## config.mk

```make
export PLATFORM = sky130hd
export DESIGN_NAME = cpu_step_controller
export DESIGN_NICKNAME = d
export VERILOG_FILES = /design/src/rtl/cpu_ctrl_pkg.sv /design/src/rtl/cpu_step_controller_btn_debounce.sv /design/src/rtl/cpu_step_controller.sv
export SDC_FILE = /design/constraint.sdc
export NUM_CORES = 1
export LEC_CHECK = 0
export ABC_AREA = 1
export CAP_MARGIN = 20
export CORE_UTILIZATION = 50
export DETAILED_ROUTE_END_ITERATION = 12
export GPL_TIMING_DRIVEN = 0
export PLACE_DENSITY = 0.76
export SYNTH_ARGS = -nofsm -noshare
export SYNTH_HDL_FRONTEND = slang
export SYNTH_SLANG_ARGS = --single-unit
```

## constraint.sdc

```tcl
create_clock -name clk -period 1.9 [get_ports clk]
set_input_delay 0.38 -clock clk [delete_from_list [all_inputs] [get_ports clk]]
set_output_delay 0.38 -clock clk [all_outputs]
set_load 0.02 [all_outputs]
```

## src/rtl/cpu_ctrl_pkg.sv

```systemverilog
// Shared types and widths for the CPU step controller.
// State encoding matches the 2-bit debug output driven to the HEX displays.
package cpu_ctrl_pkg;

    localparam int PC_W   = 16;
    localparam int STEP_W = 16;

    typedef enum logic [1:0] {
        ST_HALT    = 2'd0,
        ST_RUN     = 2'd1,
        ST_STOPPED = 2'd2
    } state_t;

    function automatic logic bp_hit(
        input logic            en,
        input logic [PC_W-1:0] pc,
        input logic [PC_W-1:0] addr
    );
        return en && (pc == addr);
    endfunction

endpackage

```

## src/rtl/cpu_step_controller_btn_debounce.sv

```systemverilog
// Button conditioner: 2-FF synchronizer, level debounce and rising-edge press pulse.
// The stable level only changes after DEBOUNCE_CYCLES consecutive differing samples.
module btn_debounce #(
    parameter int DEBOUNCE_CYCLES = 500000,
    parameter int CNT_W           = 23
) (
    input  logic clk,
    input  logic rst,
    input  logic btn,
    output logic press
);

    localparam logic [CNT_W-1:0] CNT_LAST = CNT_W'(DEBOUNCE_CYCLES - 1);

    logic             sync1;
    logic             sync2;
    logic             stable;
    logic             stable_d;
    logic [CNT_W-1:0] cnt;

    always_ff @(posedge clk) begin
        if (rst) begin
            sync1    <= 1'b0;
            sync2    <= 1'b0;
            stable   <= 1'b0;
            stable_d <= 1'b0;
            cnt      <= '0;
        end else begin
            sync1    <= btn;
            sync2    <= sync1;
            stable_d <= stable;
            if (sync2 == stable) begin
                cnt <= '0;
            end else if (cnt == CNT_LAST) begin
                stable <= sync2;
                cnt    <= '0;
            end else begin
                cnt <= cnt + 1'b1;
            end
        end
    end

    assign press = stable & ~stable_d;

endmodule

```

## src/rtl/cpu_step_controller.sv

```systemverilog
// Generates the CPU clock-enable: debounced single-step, divided free-run, halt stop.
// Optional breakpoint compare in RUN is enabled with `define BREAKPOINT_EN.
module cpu_step_controller
    import cpu_ctrl_pkg::*;
#(
    parameter int DEBOUNCE_CYCLES = 500000,
    parameter int RUN_DIV         = 5000000,
    parameter int CNT_W           = 23
) (
    input  logic        clk,
    input  logic        rst,
    input  logic        step_btn,
    input  logic        run_sw,
    input  logic        halt_req,
    input  logic [15:0] pc_in,
    input  logic [15:0] bp_addr,
    input  logic        bp_en,
    output logic        cpu_ce,
    output logic [1:0]  state,
    output logic [15:0] step_count
);

    localparam logic [CNT_W-1:0] DIV_LAST = CNT_W'(RUN_DIV - 1);

    logic              press;
    logic              run_s1;
    logic              run_sync;
    state_t            st_q;
    state_t            st_d;
    logic [CNT_W-1:0]  div_q;
    logic [CNT_W-1:0]  div_d;
    logic              ce_d;
    logic              tick;
    logic [STEP_W-1:0] count_q;

    btn_debounce #(
        .DEBOUNCE_CYCLES(DEBOUNCE_CYCLES),
        .CNT_W          (CNT_W)
    ) u_step_db (
        .clk  (clk),
        .rst  (rst),
        .btn  (step_btn),
        .press(press)
    );

`ifdef BREAKPOINT_EN
    // First tick after entering RUN skips the compare so we can leave a breakpoint.
    logic first_q;
    logic first_d;
`else
    logic unused_bp;
    assign unused_bp = ^{pc_in, bp_addr, bp_en};
`endif

    assign tick = (st_q == ST_RUN) && (div_q == DIV_LAST);

    always_comb begin
        st_d  = st_q;
        div_d = '0;
        ce_d  = 1'b0;
`ifdef BREAKPOINT_EN
        first_d = first_q;
`endif
        unique case (st_q)
            ST_HALT: begin
                if (run_sync) begin
                    st_d = ST_RUN;
`ifdef BREAKPOINT_EN
                    first_d = 1'b1;
`endif
                end else if (press) begin
                    ce_d = 1'b1;
                end
            end
            ST_RUN: begin
                div_d = tick ? '0 : div_q + 1'b1;
                if (halt_req) begin
                    st_d = ST_STOPPED;
                end else if (!run_sync) begin
                    st_d = ST_HALT;
                end else if (tick) begin
`ifdef BREAKPOINT_EN
                    first_d = 1'b0;
                    if (!first_q && bp_hit(bp_en, pc_in, bp_addr)) begin
                        st_d = ST_STOPPED;
                    end else begin
                        ce_d = 1'b1;
                    end
`else
                    ce_d = 1'b1;
`endif
                end
            end
            ST_STOPPED: begin
                if (!run_sync) begin
                    st_d = ST_HALT;
                end
            end
            default: begin
                st_d = ST_HALT;
            end
        endcase
    end

    always_ff @(posedge clk) begin
        if (rst) begin
            run_s1   <= 1'b0;
            run_sync <= 1'b0;
            st_q     <= ST_HALT;
            div_q    <= '0;
            cpu_ce   <= 1'b0;
            count_q  <= '0;
        end else begin
            run_s1   <= run_sw;
            run_sync <= run_s1;
            st_q     <= st_d;
            div_q    <= div_d;
            // Guard keeps the enable a strict single-cycle pulse.
            cpu_ce   <= ce_d & ~cpu_ce;
            count_q  <= count_q + {{(STEP_W-1){1'b0}}, cpu_ce};
        end
    end

`ifdef BREAKPOINT_EN
    always_ff @(posedge clk) begin
        if (rst) begin
            first_q <= 1'b0;
        end else begin
            first_q <= first_d;
        end
    end
`endif

    assign state      = st_q;
    assign step_count = count_q;

endmodule

```

Yosys cells after proc, flatten, opt, wreduce, memory -nomap -nowiden:

Index checks and enable logic that the tools add are counted.

* output and inout port bits: 19
* memories kept: 0
* latch bits: 0
* bits in writable memories: 0
* bits in read-only memories: 0
* flip-flop bits (word level): 71

* $lt $le $gt $ge: 0
* mux-type cells: 10
* bitwise logic cells: 6
* multipliers: 0
* reduce and logical (&&, ||, !) cells: 5
* $add $sub $neg: 3
* shift operators: 0
* divide/modulo/power cells: 0
* equal/unequal tests: 6

Operator list (count)
* 23-bit by 1-bit adder with 23-bit output (second input constant): 2
* 23-bit by 19-bit equality test with 1-bit output (second input constant): 1
* 23-bit equality test (second input constant): 1
* 16-bit by 1-bit adder with 16-bit output: 1
* 2-bit two-way mux: 3
* 2-bit one-hot mux with 3 select lines: 1
* 3-bit OR reduction: 2
* 1-bit two-way mux: 5
* 1-bit NOT: 4
* 1-bit bitwise AND: 2
* 2-bit by 1-bit equality test with 1-bit output (second input constant): 1
* 2-bit equality test (second input constant): 1
* 2-bit zero test: 1
* 2-bit inequality test (second input constant): 1
* 1-bit one-hot mux with 2 select lines: 1
* 2-bit AND reduction: 1
* 1-bit equality test: 1
* 1-bit logical AND: 1

Depth between registers and ports, before layout:

* depth in word-level cells: 7
* depth in mapped cells: 9

Cells and area by module:

A second synthesis with hierarchy kept.

* cells, all modules: 519
* area total of the unflattened synthesis: 3535.9 um2

Modules (own cells, without submodules)
* cpu_step_controller: cells each 317, area an instance 2149.6 um2, instances 1, sequential area each 880.8 um2
* btn_debounce: cells each 202, area an instance 1386.3 um2, instances 1, sequential area each 540.5 um2

Worst setup path before layout:

OpenSTA, ideal clock, no wires.

* path type: flip-flop to flip-flop
* start: register cpu_ce
* end: register count_q[12], in the netlist step_count[12]
* stages on the path, launching flop included: 10
* data required time: 1.772 ns
* clock period less this slack: 1.529 ns
* setup slack: 0.371 ns
* arrival: 1.401 ns
* path through: dfxtp_1 > ha_1 > ha_1 > nand3_1 > nor2_1 > nand2_1 > nor2_1 > nand2_1 > nand2_1 > nor2_1

* longest elaborated chain between the ends: 1

RTL lines
* from (decl): line cpu_step_controller.sv:18 `output logic cpu_ce,`
* from (signal assigned): line cpu_step_controller.sv:119 `cpu_ce <= ce_d & ~cpu_ce;`
* 16-bit by 1-bit adder with 16-bit output: line cpu_step_controller.sv:120 `count_q <= count_q + {{(STEP_W-1){1'b0}}, cpu_ce};`
* to (signal assigned): line cpu_step_controller.sv:120
* to (decl): line cpu_step_controller.sv:34 `logic [STEP_W-1:0] count_q;`

No other way between the ends.
A chain may end at the register's enable or synchronous reset.

Worst setup path in the final report:

* start: register count_q[3], in the netlist step_count[3]
* end: output step_count[3]

RTL lines
* to (decl): line cpu_step_controller.sv:20 `output logic [15:0] step_count`

No word-level cell between the ends.

==> flow_metrics.tcl <==
set metrics [dict create \
    grt_max_degree 14 \
    area.sequential_um2 1420 \
    cts.sinks 71 \
    cts_max_path_buffers 2 \
    timing.final.crit_share 0.948 \
    floorplan.initialDensity 0.529 \
    cts_setup_buffers 0 \
    timing.critical_path.cells "clkdlybuf4s50_1" \
    timing.setup.critical_path_class "reg2out" \
    ir_drop_v 0.000398 \
    die_x_um 84.9 \
    cell_with_the_largest_stage_delay_on_the_worst_path "sky130_fd_sc_hd__clkdlybuf4s50_1" \
    cp_max_fo 7 \
    worstHoldPathType "in2reg" \
    wl_per_cell_um 11.4 \
    cap_viol_max_count 0 \
    minimum_period_implied_by_the_final_worst_setup_slack_ns 1.80 \
    synth_area_per_cell_um2 6.76 \
    clkTransAtPathRegs_ns 0.08 \
    synth-seq-cells 71 \
    number_of_global_route_vias_before_repair 2794 \
    ys_seq_area_frac 0.413 \
    cts-hold-fix-buffers 0 \
    synth_cell_type_count 27 \
    cpPeakStageDelay_ns 0.65 \
    max_slew_margin 0.680 \
    yosys_warnings 0 \
    wirelength_um 7090 \
    detail_route.iter0.violations 168 \
    critical_path_arrival_ns 1.42 \
    routabilityCongestion 0.848 \
    vias_per_cell 4.98 \
    number_of_cts_inserted_buffers 9 \
    leakage_nw 1.24 \
    grt.overflow.total 0 \
    power-per-cell-area_nw_per_um2 699 \
    buffer_ports.inserted 22 \
    grtUsageTotal 0.214 \
    pin_count 57 \
    fin_worst_skew_ns 0.00997 \
    die-area_um2 7210 \
    crit_buf_inv 1 \
    cts-root-buf "sky130_fd_sc_hd__clkbuf_8" \
    depth_of_the_cts_h_tree 3 \
    multiInputGateArea_um2 1760 \
    std_cell_rows 29 \
    antenna_found_initial 0 \
    worst_skew_pair_later_pin_latency_ns 0.35 \
    area_growth_pct 15.0 \
    required_ns 1.52 \
    core_region_area_um2 6490 \
    antenna_cells 0 \
    critical_path.endpoint_type "output pin" \
    critical_path.startpoint_type "register" \
    ant_nets 0 \
    synthesis.instances 509 \
    num-nets-final 584 \
    n_fill_cell 620 \
    measured_slew_at_the_worst_slew_check_pin_ns 0.481 \
    finalHoldViolations 0 \
    path_delay_family "buffers and inverters" \
    tns_ns 0 \
    drcViolationCount 0 \
    mappedNetlistArea_um2 3440 \
    cts_tree "done" \
    routed-via-count 3105 \
    report.final.slew_viol_count 0 \
    clock.fmax_ghz 0.555 \
    final_layout_size_suffix_gt1_frac 0.0640 \
    synth.net_count 551 \
    cts-resized-gates 0 \
    outcome "complete, no violations" \
    timing.final.setup_violations 0 \
    rsz0062_at_grt "false" \
    wire_length_of_the_first_global_routing_pass_um 12300 \
    die_y_um 84.9 \
    pre_repair_dr_iteration_count 5 \
    final_core_util 0.609 \
    dp.final_hpwl_um 5230 \
]
power breakdown:
group	internal (mW)	switching, mW	leakage [nW]
Combinational	0.0197	0.0295	0.578
Clock	0.605	0.609	0.0875
Sequential	1.49	0.00445	0.573
final timing paths:
check | from | to | slack (ns) | cells after the start
setup / recovery | step_count[3] | step_count[3] | 0.1 | 1
hold / removal | rst | step_count[8] | 0.32 | 2
hold reg to reg | u_step_db.sync1 | u_step_db.sync2 | 0.40 | 2
setup reg to reg | div_q[0] | div_q[22] | 0.31 | 9
synth_stat cells:
library cell	n	share of area
sky130_fd_sc_hd__nand4_1	6	0.011
sky130_fd_sc_hd__xnor2_1	7	0.018
sky130_fd_sc_hd__o21bai_1	1	0.0022
sky130_fd_sc_hd__o21ai_0	13	0.019
sky130_fd_sc_hd__or2_2	1	0.0018
sky130_fd_sc_hd__nor3_1	8	0.012
sky130_fd_sc_hd__dfxtp_1	71	0.41
sky130_fd_sc_hd__ha_1	4	0.015
sky130_fd_sc_hd__nand2_2	1	0.0018
sky130_fd_sc_hd__nor2_1	121	0.13
sky130_fd_sc_hd__nand3_2	4	0.012
sky130_fd_sc_hd__buf_2	1	0.0015
sky130_fd_sc_hd__or2_1	1	0.0018
sky130_fd_sc_hd__nand3_1	27	0.039
sky130_fd_sc_hd__nand3b_1	2	0.0044
sky130_fd_sc_hd__clkbuf_1	1	0.0011
sky130_fd_sc_hd__a21oi_1	23	0.033
sky130_fd_sc_hd__nand2_1	130	0.14
sky130_fd_sc_hd__buf_6	2	0.0065
sky130_fd_sc_hd__o21a_1	1	0.0022
sky130_fd_sc_hd__nor2_2	3	0.0055
sky130_fd_sc_hd__inv_1	53	0.058
sky130_fd_sc_hd__inv_2	2	0.0022
sky130_fd_sc_hd__o21ai_1	2	0.0029
sky130_fd_sc_hd__buf_4	2	0.0044
sky130_fd_sc_hd__xor2_1	19	0.048
sky130_fd_sc_hd__nor2_4	3	0.0098
cell type report:
| cell class | count | share of cell area |
|---|---|---|
| Clock buffer | 9 | 0.0313 |
| Buffer | 6 | 0.0117 |
| Tap cell | 77 | 0.0244 |
| Inverter | 55 | 0.0522 |
| Timing Repair Buffer | 22 | 0.0557 |
| Multi-Input combinational cell | 377 | 0.446 |
| Sequential cell | 71 | 0.360 |
| Clock inverter | 7 | 0.0187 |
routing by layer:
layer  routed length, µm  vias up  part of all wire  GRT usage
met5                   0        -                 0          0
met4                  72        0             0.010     0.0740
met3                 349        8             0.049     0.0486
met2                3170       58              0.45      0.347
met1                3500     1387              0.49      0.281
li1                    -     1652                 -          -
state kept, by name, summed over array words and instances, names as in the netlist:
signal / cells
run_s1: 1
u_step_db.stable_d: 1
u_step_db.sync2: 1
cpu_ce: 1
u_step_db.cnt: 23
state: 2
u_step_db.sync1: 1
step_count: 16
div_q: 23
run_sync: 1
u_step_db.stable: 1
cells in the final DEF (no fill, tap or decap), drive strengths merged:
cell             n
nand2          131
nor2           127
dfxtp           71
inv             55
nand3           31
a21oi           23
clkdlybuf4s50   22
xor2            19
o21ai           15
clkbuf          10
nor3             8
xnor2            7
nand4            6
buf              5
ha               4
clkinvlp         4
nand3b           2
or2              2
clkinv           2
o21a             1
o21bai           1
bufinv           1
through the flow:
step	cells	power, mW	setup WS (ns)	instance area (µm²)	hold WS (ns)
floorplan	509	1.56	0.371	3440	0.388
global placement	608	1.58	0.322	3750	0.392
detailed placement	608	1.58	0.312	3750	0.393
CTS	624	2.77	0.0957	3950	0.322
global route	624	2.86	0.0321	3950	0.341
finish	624	2.76	0.0995	3950	0.324
logic make-up after synthesis:
| family | Yosys count | share of synthesized area |
|---|---|---|
| adder cells (fa/ha/maj) | 4 | 0.0146 |
| AO/OA/AOI/OAI | 40 | 0.0597 |
| buffers and inverters | 61 | 0.0735 |
| flip-flops | 71 | 0.413 |
| AND/OR/NAND/NOR | 307 | 0.373 |
| XOR/XNOR | 26 | 0.0662 |
No activity file was read; power rests on OpenSTA's default activity.
